<file path="src/rtl/omsp_spm_key_writer.sv">
// rtl/omsp_spm_key_writer.sv - SPM key writer: selects an SM and streams its key as 16-bit words
//
// Takes a full module key and a target SM ID from the key source. It selects the SM on
// spm_key_select and writes the key one 16-bit word per cycle into the SPM array via
// key_in/key_idx/write_key. It reports done or error to the requester.
//
// Optional feature macro: SPM_KEY_READBACK_EN. When it is defined, the writer compares
// key_rb with the latched key for one cycle after the last word is written.
//
// Ports:
//   mclk, puc_rst          clock, synchronous active-high reset
//   start, abort           request pulse (sampled in IDLE), cancel in-flight request
//   target_id, key         SM ID and key to store (key bit 0 = MSB of word 0)
//   spm_key_select_valid   selected SM exists and is enabled (combinational from SPM control)
//   key_rb                 key readback from SPM control (readback build only)
//   spm_key_select         selected SM ID
//   key_in, key_idx        word being written and its index
//   write_key              write strobe
//   busy, done, error      status: not idle, one-cycle success pulse, one-cycle failure pulse
module omsp_spm_key_writer #(
  parameter int KEY_BITS     = 64,
  parameter int KEY_IDX_SIZE = 2
) (
  input  logic                    mclk,
  input  logic                    puc_rst,
  input  logic                    start,
  input  logic                    abort,
  input  logic [15:0]             target_id,
  input  logic [0:KEY_BITS-1]     key,
  input  logic                    spm_key_select_valid,
  input  logic [0:KEY_BITS-1]     key_rb,
  output logic [15:0]             spm_key_select,
  output logic [15:0]             key_in,
  output logic [KEY_IDX_SIZE-1:0] key_idx,
  output logic                    write_key,
  output logic                    busy,
  output logic                    done,
  output logic                    error
);

  localparam int                    KEY_WORDS = KEY_BITS / 16;
  localparam logic [KEY_IDX_SIZE-1:0] LAST_IDX  = KEY_IDX_SIZE'(KEY_WORDS - 1);

  localparam logic [2:0] S_IDLE   = 3'd0;
  localparam logic [2:0] S_SELECT = 3'd1;
  localparam logic [2:0] S_WRITE  = 3'd2;
`ifdef SPM_KEY_READBACK_EN
  localparam logic [2:0] S_VERIFY = 3'd3;
`endif
  localparam logic [2:0] S_DONE   = 3'd4;
  localparam logic [2:0] S_FAIL   = 3'd5;

  logic [2:0]              state_q, state_d;
  logic [KEY_IDX_SIZE-1:0] cnt_q, cnt_d;
  logic [15:0]             id_q, id_d;
  logic [0:KEY_BITS-1]     key_q, key_d;

`ifndef SPM_KEY_READBACK_EN
  logic unused_key_rb;
  assign unused_key_rb = ^key_rb;
`endif

  always_comb begin
    state_d = state_q;
    cnt_d   = cnt_q;
    id_d    = id_q;
    key_d   = key_q;
    case (state_q)
      S_IDLE: begin
        // start beats abort here: abort has no meaning while idle
        if (start) begin
          key_d   = key;
          id_d    = target_id;
          cnt_d   = '0;
          state_d = S_SELECT;
        end
      end
      S_SELECT: begin
        if (abort)                     state_d = S_IDLE;
        else if (spm_key_select_valid) state_d = S_WRITE;
        else                           state_d = S_FAIL;
      end
      S_WRITE: begin
        // The SM can vanish mid-transfer; the word in that cycle is not strobed.
        if (abort)                      state_d = S_IDLE;
        else if (!spm_key_select_valid) state_d = S_FAIL;
        else if (cnt_q == LAST_IDX) begin
`ifdef SPM_KEY_READBACK_EN
          state_d = S_VERIFY;
`else
          state_d = S_DONE;
`endif
        end else begin
          cnt_d = cnt_q + 1'b1;
        end
      end
`ifdef SPM_KEY_READBACK_EN
      S_VERIFY: begin
        if (abort)                                           state_d = S_IDLE;
        else if (spm_key_select_valid && (key_rb == key_q)) state_d = S_DONE;
        else                                                 state_d = S_FAIL;
      end
`endif
      S_DONE:  state_d = S_IDLE;
      S_FAIL:  state_d = S_IDLE;
      default: state_d = S_IDLE;
    endcase
  end

  always_ff @(posedge mclk) begin
    if (puc_rst) begin
      state_q <= S_IDLE;
      cnt_q   <= '0;
      id_q    <= '0;
      key_q   <= '0;
    end else begin
      state_q <= state_d;
      cnt_q   <= cnt_d;
      id_q    <= id_d;
      key_q   <= key_d;
    end
  end

  logic sel_active;
  logic in_write;

  always_comb begin
    in_write   = (state_q == S_WRITE);
    sel_active = (state_q == S_SELECT) || in_write;
`ifdef SPM_KEY_READBACK_EN
    sel_active = sel_active || (state_q == S_VERIFY);
`endif
    spm_key_select = sel_active ? id_q : 16'h0000;
    key_in         = in_write ? key_q[16*int'(cnt_q) +: 16] : 16'h0000;
    key_idx        = in_write ? cnt_q : '0;
    write_key      = in_write && spm_key_select_valid && !abort;
    busy           = (state_q != S_IDLE);
    done           = (state_q == S_DONE);
    error          = (state_q == S_FAIL);
  end

endmodule

</file>
<file path="config.mk">
export PLATFORM = sky130hd
export DESIGN_NAME = omsp_spm_key_writer
export DESIGN_NICKNAME = d
export VERILOG_FILES = /design/src/rtl/omsp_spm_key_writer.sv
export SDC_FILE = /design/constraint.sdc
export NUM_CORES = 1
export LEC_CHECK = 0
export BUFFER_PORTS_ARGS = -buffer_cell sky130_fd_sc_hd__buf_2
export CAP_MARGIN = 10
export CORE_MARGIN = 1
export CORE_UTILIZATION = 50
export CTS_BUF_LIST = sky130_fd_sc_hd__clkbuf_8
export DETAILED_ROUTE_END_ITERATION = 16
export PLACE_DENSITY = 0.95
export SLEW_MARGIN = 20
export SYNTH_ARGS = -nofsm -noshare
export SYNTH_HDL_FRONTEND = slang
export SYNTH_SLANG_ARGS = --single-unit
export TNS_END_PERCENT = 100
</file>
<file path="constraint.sdc">
create_clock -name mclk -period 4.35 [get_ports mclk]
set_input_delay 0.435 -clock mclk [delete_from_list [all_inputs] [get_ports mclk]]
set_output_delay 0.435 -clock mclk [all_outputs]
set_load 0.05 [all_outputs]
</file>
## After elaboration in Yosys (flattened, before gate mapping)

Cells that the tools add are included.

| cells by class | value |
|---|---|
| add/sub/neg operators | 1 |
| eq/ne operators | 10 |
| shift-type cells | 1 |
| mux-type cells | 15 |
| bitwise gates (word level) | 1 |
| reductions and logical operators | 10 |

Operators with widths:

| kind | count |
|---|---|
| 64-bit by 32-bit variable part select with 65-bit output | 1 |
| 16-bit two-way mux | 2 |
| 6-bit inverter with 32-bit output | 1 |
| 3-bit two-way mux | 6 |
| 2-bit two-way mux | 5 |
| 3-bit case mux with 3 select lines | 1 |
| 2-bit inequality test, second input constant | 4 |
| 3-bit equality test, second input constant | 2 |
| 5-bit AND reduction | 1 |
| 4-bit by 3-bit inequality test with 1-bit output, second input constant | 1 |
| 2-bit case mux with 2 select lines | 1 |
| 2-bit AND reduction | 2 |
| 3-bit by 1-bit equality test with 1-bit output, second input constant | 1 |
| 3-bit by 2-bit equality test with 1-bit output, second input constant | 1 |
| 3-bit logical NOT | 1 |
| 3-bit nonzero test | 1 |
| 2-bit by 1-bit adder with 2-bit output, second input constant | 1 |
| 2-bit equality test, second input constant | 1 |
| 1-bit logical AND | 2 |
| 2-bit nonzero test | 1 |
| 1-bit logical NOT | 1 |
| 1-bit logical OR | 1 |

| storage, ports and cells | value |
|---|---|
| register bits after elaboration | 85 |
| input port bits | 149 |

## Logic depth before layout (Yosys ltp)

| logic depth | value |
|---|---|
| word-level depth | 5 |
| gate-level depth with buffers | 6 |

## Least setup slack after synthesis

OpenSTA, ideal clock, no wires.

| timing path | value |
|---|---|
| path kind | register -> output |
| start | register cnt_q[0] |
| end | output key_in[10] |
| data arrival time | 1.793 ns |
| path slack | 2.122 ns |
| stages on the path, launching flop included | 5 |
| buffers on the path | 2 |
| path through | dfxtp_1 > buf_2 > clkbuf_1 > mux4_2 > nor2b_1 |

| between the ends | value |
|---|---|
| word-level cells in the longest chain between the ends | 3 |

RTL lines:

| item | line | text |
|---|---|---|
| start: declaration | 54 | `logic [KEY_IDX_SIZE-1:0] cnt_q, cnt_d;` |
| start signal: assignment | 118 | `cnt_q <= cnt_d;` |
| 6-bit inverter with 32-bit output (not written as such) | 134 | `key_in = in_write ? key_q[16*int'(cnt_q) +: 16] : 16'h0000;` |
| 64-bit by 32-bit variable part select with 65-bit output | 134 |  |
| 16-bit two-way mux | 134 |  |
| end: declaration | 33 | `output logic [15:0] key_in,` |

No other way between the ends.

## Worst setup path after layout

| timing path | value |
|---|---|
| start | register cnt_q[1] |
| end | output key_in[2] |

The elaborated chain is that of the path after synthesis.

==> flow_summary.toml <==
[timing]
fin_crit_sh_pct = 66.7
setup_viol = 0
setup_tns_ps = 0
rsz0062_at_grt = "no"
worst_pin_slew_ps = 994
relSlewSlack_pct = 33.7
slew_violations = 0
min_period_ps = 2900
fin_ws_ps = 1450
hold_viol_final = 0
fmaxAchievable_ghz = 0.345
skew_ps = 9.46

[worst_setup_path]
worstPathRequired_ps = 3910
critPathLaunch = "cnt_q[1]"
rrSetupSlack_ps = 2360
path_cells = "buf_4 -> mux4_2 -> nor2b_1 -> buf_2"
arrival_ps = 2470
crit_path_end = "key_in[2]"
cp.depth = 4
start_kind = "flop"
max_stage_delay_ps = 980
r2r-start = "state_q[2]"
end_kind = "output pin"
cp_max_fo = 16
critPathTopFamily = "flip-flops"
crit_slowest_cell = "dfxtp_1"
path_buf_inv = 2
r2r_end = "cnt_q[1]"
r2r_cells = 4
critPathKind = "reg2out"

[pwr]
powerDensity_nw_per_um2 = 367
leakagePower_nw = 1.90
vdd_drop_max_mv = 0.194

[floorplan]
coreArea_um2 = 6940
rows = 30
die_w_um = 87.6
ios = 187
die_h_um = 87.6
die-area_um2 = 7670
start_util_pct = 52.8

[drt]
vias_per_cell = 5.15
vias = 3329
ant_nets = 0
firstDrtPassIters = 4
wire_per_inst_um = 13.2
drtIter0Drc = 218
drt-total-wl_mm = 8.56
drc = 0

[yosys]
ys_seq_area_share_pct = 46.4
syn_inst = 442
synth_top_flop_cell = "dfxtp_1"
synth_area_um2 = 3660
synth_cell_type_count = 31
synth.yosys.warnings = 0
syn-num-nets = 592
avgSynthCellArea_um2 = 8.29
synth-edff-count = 0
ys_ff_latch = 85
synthArstFlopShare_pct = 0

[clocking]
numClockSinks = 85
cts_resized = 0
cts_root_buffer = "clkbuf_8"
clock_latency_ps = 340
postCtsSetupRepairBufs = 0
cts_buffer_depth = 2
cts_tree = "yes"
htreeDepth = 3
ctsHoldBuffers = 0
clk_pin_slew_ps = 80
cts_buffers = 9

[placed_design]
place_ws_ps = 1740
portBuffers = 122
gp_congestion = 0.715
dp_hpwl_mm = 5.73

[run]
drv_cap = 0

[cells_and_area]
final_util_pct = 64.3
drive_above_1_share_pct = 29.3
fill_cells = 596
finalNetCount = 694
area_growth_pct = 21.9
ff_latch_area_um2 = 1700
multi_input_comb_area_um2 = 1790

[outcome]
outcome = "finished clean"

[global_routing]
grt_pass1_wl_mm = 13.4
track_usage_pct = 22.5
antenna_found_initial = 2
grt_max_degree = 84
grt_pass1_vias = 2992
globalRouteOverflowTotal = 0

[hold_path]
worst_hold_startpoint = "abort"
min-delay-path-class = "in2reg"
==> final cells by class <==
type	instances	share of cell area, %
antenna	2	0.112
clock buffer	9	2.77
clock inverter	7	1.65
inverter	3	0.252
multi-input combinational	319	40.1
sequential	85	38.1
tap	96	2.69
timing repair buffer	126	14.3
==> worst min-delay path by stage <==
stage	slack [ps]	depth (start not counted)	end
after floorplan	430	2	id_q[0]
after global placement	440	2	id_q[13]
after detailed placement	450	2	id_q[0]
after CTS	280	2	state_q[2]
after global routing	290	2	state_q[2]
final	300	2	state_q[2]
==> placed cells by master (no fill, tap or decap) <==
| master | Yosys | layout |
|---|---|---|
| nor2_1 | 5 | 5 |
| a21oi_1 | 83 | 83 |
| nor3_1 | 1 | 1 |
| diode_2 | 0 | 2 |
| a211oi_1 | 1 | 1 |
| nor3b_1 | 1 | 1 |
| o311ai_1 | 1 | 1 |
| or4_1 | 1 | 1 |
| nor4b_1 | 1 | 1 |
| o21ba_1 | 1 | 1 |
| nand2_1 | 160 | 160 |
| and3_1 | 1 | 1 |
| nand2b_1 | 3 | 3 |
| clkbuf_8 | 0 | 9 |
| nor2b_1 | 16 | 16 |
| clkinv_4 | 0 | 1 |
| bufinv_16 | 0 | 1 |
| buf_2 | 18 | 122 |
| inv_1 | 3 | 3 |
| clkinvlp_4 | 0 | 1 |
| mux4_2 | 16 | 16 |
| dfxtp_1 | 85 | 85 |
| and3b_1 | 1 | 1 |
| o311ai_0 | 1 | 1 |
| inv_6 | 0 | 2 |
| nor4b_4 | 0 | 1 |
| o21a_1 | 1 | 1 |
| clkinv_2 | 0 | 2 |
| ha_1 | 1 | 1 |
| o21ai_0 | 2 | 2 |
| or3_1 | 2 | 2 |
| o311a_1 | 1 | 1 |
| and2_1 | 16 | 16 |
| or3b_4 | 1 | 1 |
| or4b_2 | 0 | 1 |
| buf_4 | 2 | 4 |
==> Yosys cell counts, types with 2 or more instances <==
cell type	number	area [um2]
a21oi_1	83	415
clkbuf_1	14	52.6
dfxtp_1	85	1700
and2_1	16	100
or3_1	2	12.5
buf_2	18	90.1
nor2b_1	16	100
nand2b_1	3	18.8
buf_4	2	15.0
mux4_2	16	360
inv_1	3	11.3
nor2_1	5	18.8
nand2_1	160	601
o21ai_0	2	10.0
==> metrics by stage <==
step	area (um2)	std cells	hold slack, ps	power [mW]
final	4470	647	296	1.64
after global routing	4460	646	292	1.72
after CTS	4460	645	283	1.65
after detailed placement	4260	629	446	1.11
after global placement	4260	629	438	1.10
after floorplan	3660	442	432	1.04
==> power by group <==
group	leakage, nW	total [mW]	switching [mW]	internal (mW)
Clock	0.100	0.550	0.281	0.268
Combinational	1.11	0.233	0.141	0.0919
Sequential	0.697	0.859	0.0288	0.830
Total	1.90	1.64	0.451	1.19
==> per-layer routing <==
metal  track usage, %  part of all wire (%)
met3             6.03                   6.2
met5                0                     0
met1             28.6                    44
met2             36.8                    48
met4             8.94                   1.3
==> kinds of logic (layout without fill, tap and decap cells) <==
logic type | Yosys count | after routing | share of synthesized area [%]
and+or+nand+nor | 211 | 211 | 25.4
AOI/OAI and AO/OA | 91 | 91 | 13.0
DFF | 85 | 85 | 46.4
buffers and inverters | 38 | 145 | 4.92
muxes | 16 | 16 | 9.84
adders and majority gates | 1 | 1 | 0.341
other | 0 | 2 | 0
==> flip-flops by register name, indices dropped and copies added (netlist names) <==
signal	cells
state_q	3
key_q	64
id_q	16
cnt_q	2
No activity file was read; power rests on OpenSTA's default activity.
